File: src/rtl/mips_tb_pkg.sv
`default_nettype none
// +----------------------------------------------------------------------------+
// | Package     : mips_tb_pkg                                                  |
// | Description : Shared types and constants for the MIPS program monitor.     |
// | Revision    : 1.0  initial release                                         |
// +----------------------------------------------------------------------------+
package mips_tb_pkg;

   // Monitor sequencing states
   typedef enum logic [1:0] {
      IDLE  = 2'd0,
      RUN   = 2'd1,
      CHECK = 2'd2,
      DONE  = 2'd3
   } mon_state_t;

   // CPU reset vector, where the program ROM is normally mapped
   localparam logic [31:0] MIPS_RESET_VECTOR = 32'hBFC00000;

   // All-zero word decodes as sll $0,$0,0, i.e. a no-op
   localparam logic [31:0] MIPS_NOP = 32'h0000_0000;

endpackage : mips_tb_pkg
`default_nettype wire

File: src/rtl/mips_instr_rom.sv
`default_nettype none
// +----------------------------------------------------------------------------+
// | Module      : mips_instr_rom                                               |
// | Description : Loadable DEPTH-word instruction store with a byte-address    |
// |               window decode. Out-of-window or misaligned reads return NOP. |
// | Revision    : 1.0  initial release                                         |
// +----------------------------------------------------------------------------+
module mips_instr_rom
   import mips_tb_pkg::*;
#(
   parameter logic [31:0] BASE_ADDR = MIPS_RESET_VECTOR,
   parameter int          DEPTH     = 64
) (
   input  logic                     clk,
   input  logic                     reset,
   input  logic                     wr_en,
   input  logic [$clog2(DEPTH)-1:0] wr_addr,
   input  logic [31:0]              wr_data,
   input  logic [31:0]              rd_addr,
   output logic [31:0]              rd_data
);

   localparam int          AW        = $clog2(DEPTH);
   localparam logic [31:0] WIN_BYTES = 32'(4 * DEPTH);

   logic [31:0] mem_q [DEPTH];
   logic [31:0] offset;
   logic        hit;

   // Storage: cleared to NOP on reset, written one word per load cycle
   always_ff @(posedge clk or posedge reset) begin
      if (reset) begin
         for (int i = 0; i < DEPTH; i++) begin
            mem_q[i] <= MIPS_NOP;
         end
      end else if (wr_en) begin
         mem_q[wr_addr] <= wr_data;
      end
   end

   // Window decode: the lower-bound test stops addresses below BASE from
   // wrapping into the window, the upper-bound test stops aliasing above it
   always_comb begin
      offset  = rd_addr - BASE_ADDR;
      hit     = (rd_addr >= BASE_ADDR) && (offset < WIN_BYTES) && (rd_addr[1:0] == 2'b00);
      rd_data = hit ? mem_q[offset[AW+1:2]] : MIPS_NOP;
   end

endmodule : mips_instr_rom
`default_nettype wire

File: src/rtl/mips_prog_monitor.sv
`default_nettype none
// +----------------------------------------------------------------------------+
// | Module      : mips_prog_monitor                                            |
// | Description : Program ROM plus completion checker for MIPS CPU benches.    |
// |               Serves instructions, detects program end, compares $v0 and   |
// |               reports pass/fail with an enabled-cycle count.               |
// |               Optional timeout: define MIPS_MON_TIMEOUT_EN.                |
// | Revision    : 1.0  initial release                                         |
// +----------------------------------------------------------------------------+
module mips_prog_monitor
   import mips_tb_pkg::*;
#(
   parameter logic [31:0] BASE_ADDR  = MIPS_RESET_VECTOR,
   parameter int          DEPTH      = 64,
   parameter logic [31:0] HALT_ADDR  = 32'h0000_0000,
   parameter int          MAX_CYCLES = 1000,
   parameter int          CNT_W      = 16
) (
   input  logic                     clk,
   input  logic                     reset,
   input  logic                     clk_enable,
   input  logic                     active,
   input  logic [31:0]              instr_address,
   output logic [31:0]              instr_readdata,
   input  logic [31:0]              register_v0,
   input  logic                     load_en,
   input  logic [$clog2(DEPTH)-1:0] load_addr,
   input  logic [31:0]              load_data,
   input  logic                     start,
   input  logic [31:0]              expected_v0,
   output logic                     done,
   output logic                     pass,
   output logic                     fail,
   output logic [CNT_W-1:0]         cycle_count
);

`ifdef MIPS_MON_TIMEOUT_EN
   localparam logic [CNT_W-1:0] TIMEOUT_CNT = CNT_W'(MAX_CYCLES - 1);
`endif

   mon_state_t       state_q, state_d;
   logic [CNT_W-1:0] count_q, count_d;
   logic             done_q, done_d;
   logic             pass_q, pass_d;
   logic             fail_q, fail_d;
   logic [CNT_W-1:0] count_inc;
   logic             halt_hit;
   logic             rom_wr;

   // ROM is only writable while no program is being observed
   assign rom_wr = load_en && ((state_q == IDLE) || (state_q == DONE));

   mips_instr_rom #(
      .BASE_ADDR (BASE_ADDR),
      .DEPTH     (DEPTH)
   ) u_rom (
      .clk     (clk),
      .reset   (reset),
      .wr_en   (rom_wr),
      .wr_addr (load_addr),
      .wr_data (load_data),
      .rd_addr (instr_address),
      .rd_data (instr_readdata)
   );

   // Next-state logic: sequencing, saturating counter and result capture
   always_comb begin
      state_d   = state_q;
      count_d   = count_q;
      done_d    = done_q;
      pass_d    = pass_q;
      fail_d    = fail_q;
      count_inc = (count_q == '1) ? count_q : count_q + 1'b1;
      halt_hit  = (instr_address == HALT_ADDR) || !active;
      case (state_q)
         IDLE: begin
            if (start) begin
               state_d = RUN;
               count_d = '0;
            end
         end
         RUN: begin
            // A stalled CPU freezes everything, including the halt test
            if (clk_enable) begin
               count_d = count_inc;
               if (halt_hit) begin
                  state_d = CHECK;
               end
`ifdef MIPS_MON_TIMEOUT_EN
               else if (count_inc == TIMEOUT_CNT) begin
                  state_d = DONE;
                  done_d  = 1'b1;
                  pass_d  = 1'b0;
                  fail_d  = 1'b1;
               end
`endif
            end
         end
         CHECK: begin
            pass_d  = (register_v0 == expected_v0);
            fail_d  = (register_v0 != expected_v0);
            done_d  = 1'b1;
            state_d = DONE;
         end
         DONE: begin
            if (start) begin
               state_d = RUN;
               count_d = '0;
               done_d  = 1'b0;
               pass_d  = 1'b0;
               fail_d  = 1'b0;
            end
         end
         default: begin
            state_d = IDLE;
         end
      endcase
   end

   // State and result registers, asynchronously cleared
   always_ff @(posedge clk or posedge reset) begin
      if (reset) begin
         state_q <= IDLE;
         count_q <= '0;
         done_q  <= 1'b0;
         pass_q  <= 1'b0;
         fail_q  <= 1'b0;
      end else begin
         state_q <= state_d;
         count_q <= count_d;
         done_q  <= done_d;
         pass_q  <= pass_d;
         fail_q  <= fail_d;
      end
   end

   assign done        = done_q;
   assign pass        = pass_q;
   assign fail        = fail_q;
   assign cycle_count = count_q;

endmodule : mips_prog_monitor
`default_nettype wire

File: config.mk
export PLATFORM = sky130hd
export DESIGN_NAME = mips_prog_monitor
export DESIGN_NICKNAME = d
export VERILOG_FILES = /design/src/rtl/mips_tb_pkg.sv /design/src/rtl/mips_instr_rom.sv /design/src/rtl/mips_prog_monitor.sv
export SDC_FILE = /design/constraint.sdc
export NUM_CORES = 2
export LEC_CHECK = 0
export CORE_ASPECT_RATIO = 1.75
export CORE_UTILIZATION = 45
export CTS_BUF_LIST = sky130_fd_sc_hd__clkbuf_8 sky130_fd_sc_hd__clkbuf_16
export CTS_CLUSTER_SIZE = 14
export DETAILED_ROUTE_END_ITERATION = 7
export GPL_ROUTABILITY_DRIVEN = 1
export HOLD_SLACK_MARGIN = 0.06
export PLACE_DENSITY_LB_ADDON = 0.1
export SLEW_MARGIN = 40
export SYNTH_ARGS = -nofsm -noshare
export SYNTH_HDL_FRONTEND = slang
export SYNTH_SLANG_ARGS = --single-unit
File: constraint.sdc
create_clock -name clk -period 198.4 [get_ports clk]
set_input_delay 59.52 -clock clk [delete_from_list [all_inputs] [get_ports clk]]
set_output_delay 59.52 -clock clk [all_outputs]
set_load 0.02 [all_outputs]
==> results.ini <==
[clocking]
ctsRootBufferMaster=sky130_fd_sc_hd__clkbuf_16
cts.repair_timing.setup_buffer_count=0
cts_repair_resize_count=0
cts.path.max_buffers=4
cts-buffers-inserted=202
cts_num_sinks=2069
cts_hold_repair.buffers=0
insertion_delay_ps=850
clk_pin_slew_worst_paths_ps=60
cts_tree=built
htree_num_levels=4

[power_and_ir_drop]
power.leakage_nw=49.4
vdd_drop_max_v=0.00000647
power_density_relative_to_cell_area_nw_per_um2=10.9
p_clk_frac=0.333
switching_power_w=0.000292
sequentialPowerShare=0.493
switch_share=0.254
intPower_w=0.000858
p_total_w=0.00115
combinational_group_share_of_total_power=0.173

[floorplan]
fp.dieW_um=348
rows=221
floorplan.die_area_sq_um=211000
effective_utilization_at_floorplan=0.453
io-pin-count=191
floorplan.core_area_sq_um=207000
die-height_um=607

[global_routing]
first_global_vias=58853
grt_start_max_net_pins=161
antenna_found_initial=16
grt-ovfl-total=0
global_route_wire_length_before_repair_um=410000
grt_use_total=0.264

[setup_path]
worstPathArrival_ps=64620
critPathLaunchType=input pin
cp_data_required_time_ps=138880
setup.worst_path.end_class=primary output
critical_path_class=in -> out
path_max_fanout=81

[detailed_routing]
vias=54469
antenna_left=0
drc=0
vias_per_std_cell=6.11
detail_route.first_pass.iterations=5
average_wire_length_per_cell_after_detail_routing_um=30.7
dr.first_iter.drc_count=3467
routed_wirelength_um=274000

[min_path]
worst_hold_path_type=reg -> reg

[synthesis]
synth_async_sr_flop_share=1.00
synth.largest_area_cell=sky130_fd_sc_hd__dfrtp_1
synth.top_cell.area_share=0.551
synth-edff-count=0
synth.distinct_cells=55
synth_ff_type=sky130_fd_sc_hd__dfrtp_1
synth_top_cells_by_area=sky130_fd_sc_hd__dfrtp_1 (55%), sky130_fd_sc_hd__mux2_2 (24%), sky130_fd_sc_hd__mux4_2 (11%), sky130_fd_sc_hd__mux2i_1 (2.3%), sky130_fd_sc_hd__clkbuf_1 (1.8%)
synth_seq_cells=2069
synth_cells=6146
synth-seq-area-share=0.551
syn_area_sq_um=94000
ys.warnings.count=0
avgSynthCellArea_sq_um=15.3
mappedNetlistNets=6290

[sta]
final_critical_period_ps=124140
clock.fmax_mhz=8.06
fin_hold_ws_ps=494
unrepaired_setup_endpoints_after_global_routing=no
finalSetupViolations=0
totalNegativeSetupSlack_ps=0
post-route-period-util=0.626
max_slew_margin=0.392
final_max_slew_viol_count=0
final_hold_vio_count=0
fin_worst_skew_ps=23.5
tightest_slew_ps=908

[cells_and_area]
syn2layout_area_growth_pct=12.2
mostFrequentLayoutCell=sky130_fd_sc_hd__dfrtp_1
final_cell_mix=sky130_fd_sc_hd__dfrtp_1 (2069), sky130_fd_sc_hd__mux2_2 (2042), sky130_fd_sc_hd__mux4_2 (450), sky130_fd_sc_hd__mux2i_1 (212), sky130_fd_sc_hd__clkbuf_16 (205)
finish.cell_count_without_fillers=8917
fin_nets=6225
layout-drive-gt1-share=0.498

[outcome]
run_status=finished, final reports clean

[placement]
gp_congestion=0.785
hpwlAfterDp_um=158000
place_inst=8548
port_buffers=190

[job]
max_cap_violations=0

==> Yosys cell counts (9+ instances only) <==
cell                       number
sky130_fd_sc_hd__o22ai_1       77
sky130_fd_sc_hd__buf_2         44
sky130_fd_sc_hd__nor2b_1        9
sky130_fd_sc_hd__dfrtp_1     2069
sky130_fd_sc_hd__a22oi_1       85
sky130_fd_sc_hd__xor2_1        11
sky130_fd_sc_hd__clkbuf_1     439
sky130_fd_sc_hd__a211oi_1      11
sky130_fd_sc_hd__o211ai_1      21
sky130_fd_sc_hd__nor2_1        97
sky130_fd_sc_hd__nand2_1      104
sky130_fd_sc_hd__buf_1        135
sky130_fd_sc_hd__mux2_2      2042
sky130_fd_sc_hd__mux4_2       450
sky130_fd_sc_hd__o2111a_1      26
sky130_fd_sc_hd__nand4_1        9
sky130_fd_sc_hd__nand2b_1      30
sky130_fd_sc_hd__nand3_1       61
sky130_fd_sc_hd__o21ai_0       12
sky130_fd_sc_hd__mux2i_1      212
sky130_fd_sc_hd__nor3_1        13
sky130_fd_sc_hd__a21oi_1       31
sky130_fd_sc_hd__xnor2_1       31
sky130_fd_sc_hd__a31oi_1       21
sky130_fd_sc_hd__nor4_1        10
==> cell families after synthesis <==
| kind of cell | Yosys count | share of synthesized area |
|---|---|---|
| AO/OA/AOI/OAI | 311 | 0.0237 |
| XOR/XNOR | 42 | 0.00391 |
| adder cells (fa/ha/maj) | 4 | 0.000532 |
| buffers and inverters | 624 | 0.0255 |
| flip-flops | 2069 | 0.551 |
| multiplexers | 2711 | 0.376 |
| AND/OR/NAND/NOR | 385 | 0.0199 |
==> worst max-delay path, stage by stage <==
cell                              delay [ps]
sky130_fd_sc_hd__buf_8                   290
sky130_fd_sc_hd__buf_16                  330
sky130_fd_sc_hd__buf_12                  580
sky130_fd_sc_hd__buf_6                   630
sky130_fd_sc_hd__buf_6                   570
sky130_fd_sc_hd__mux4_2                  340
sky130_fd_sc_hd__o22ai_1                  90
sky130_fd_sc_hd__a211oi_1                710
sky130_fd_sc_hd__buf_4                   240
sky130_fd_sc_hd__o2111a_1                410
sky130_fd_sc_hd__clkdlybuf4s50_1         680
==> power groups by stage <==
stage | logic [W] | clock network, W | registers [W]
2_1_floorplan | 0.000160 | 0 | 0.000566
3_3_place_gp | 0.000194 | 0 | 0.000568
3_5_place_dp | 0.000201 | 0 | 0.000574
4_1_cts | 0.000202 | 0.000393 | 0.000566
5_1_grt | 0.000216 | 0.000408 | 0.000579
6_report | 0.000200 | 0.000383 | 0.000568
==> area by class of cell <==
class,instances,area [sq um]
inverter,6,35.0
antenna,9,22.5
multi-input combinational,3453,40400
timing repair buffer,349,3370
tap,2676,3350
clock buffer,261,5900
fill,17494,102000
clock inverter,94,603
sequential,2069,51800
==> metal layers <==
layer	routed length [um]	global-route usage	up-vias
li1	-	-	22607
met2	139000	0.459	1162
met4	8670	0.0808	14
met1	115000	0.343	30249
met5	93	0	-
met3	11500	0.0360	437
==> per-stage QoR <==
stage | util | cell area (sq um) | setup slack (ps)
finish | 0.509 | 105000 | 74260
global route | 0.509 | 105000 | 73890
CTS | 0.508 | 105000 | 73860
detailed placement | 0.476 | 98800 | 73870
global placement | 0.475 | 98400 | 73550
floorplan | - | 94000 | 76810
==> worst paths after layout <==
check | start | end | slack (ps) | cells after the start
worst max-delay path | instr_address[2] | instr_readdata[19] | 74260 | 11
worst min-delay path | u_rom.mem_q[500] | u_rom.mem_q[500] | 490 | 1
worst max register to register | state_q[0] | u_rom.mem_q[1428] | 194370 | 7
worst min register to register | u_rom.mem_q[500] | u_rom.mem_q[500] | 490 | 1
max in group asynchronous | reset | u_rom.mem_q[1012] | 136190 | 6
min in group asynchronous | reset | u_rom.mem_q[1896] | 59130 | 2
==> sequential cells by signal (all words and copies together), names as in the netlist <==
register     count
pass             1
state_q          2
u_rom.mem_q   2048
fail             1
cycle_count     16
done             1
Note: power is estimated with default switching activity, not from simulation.
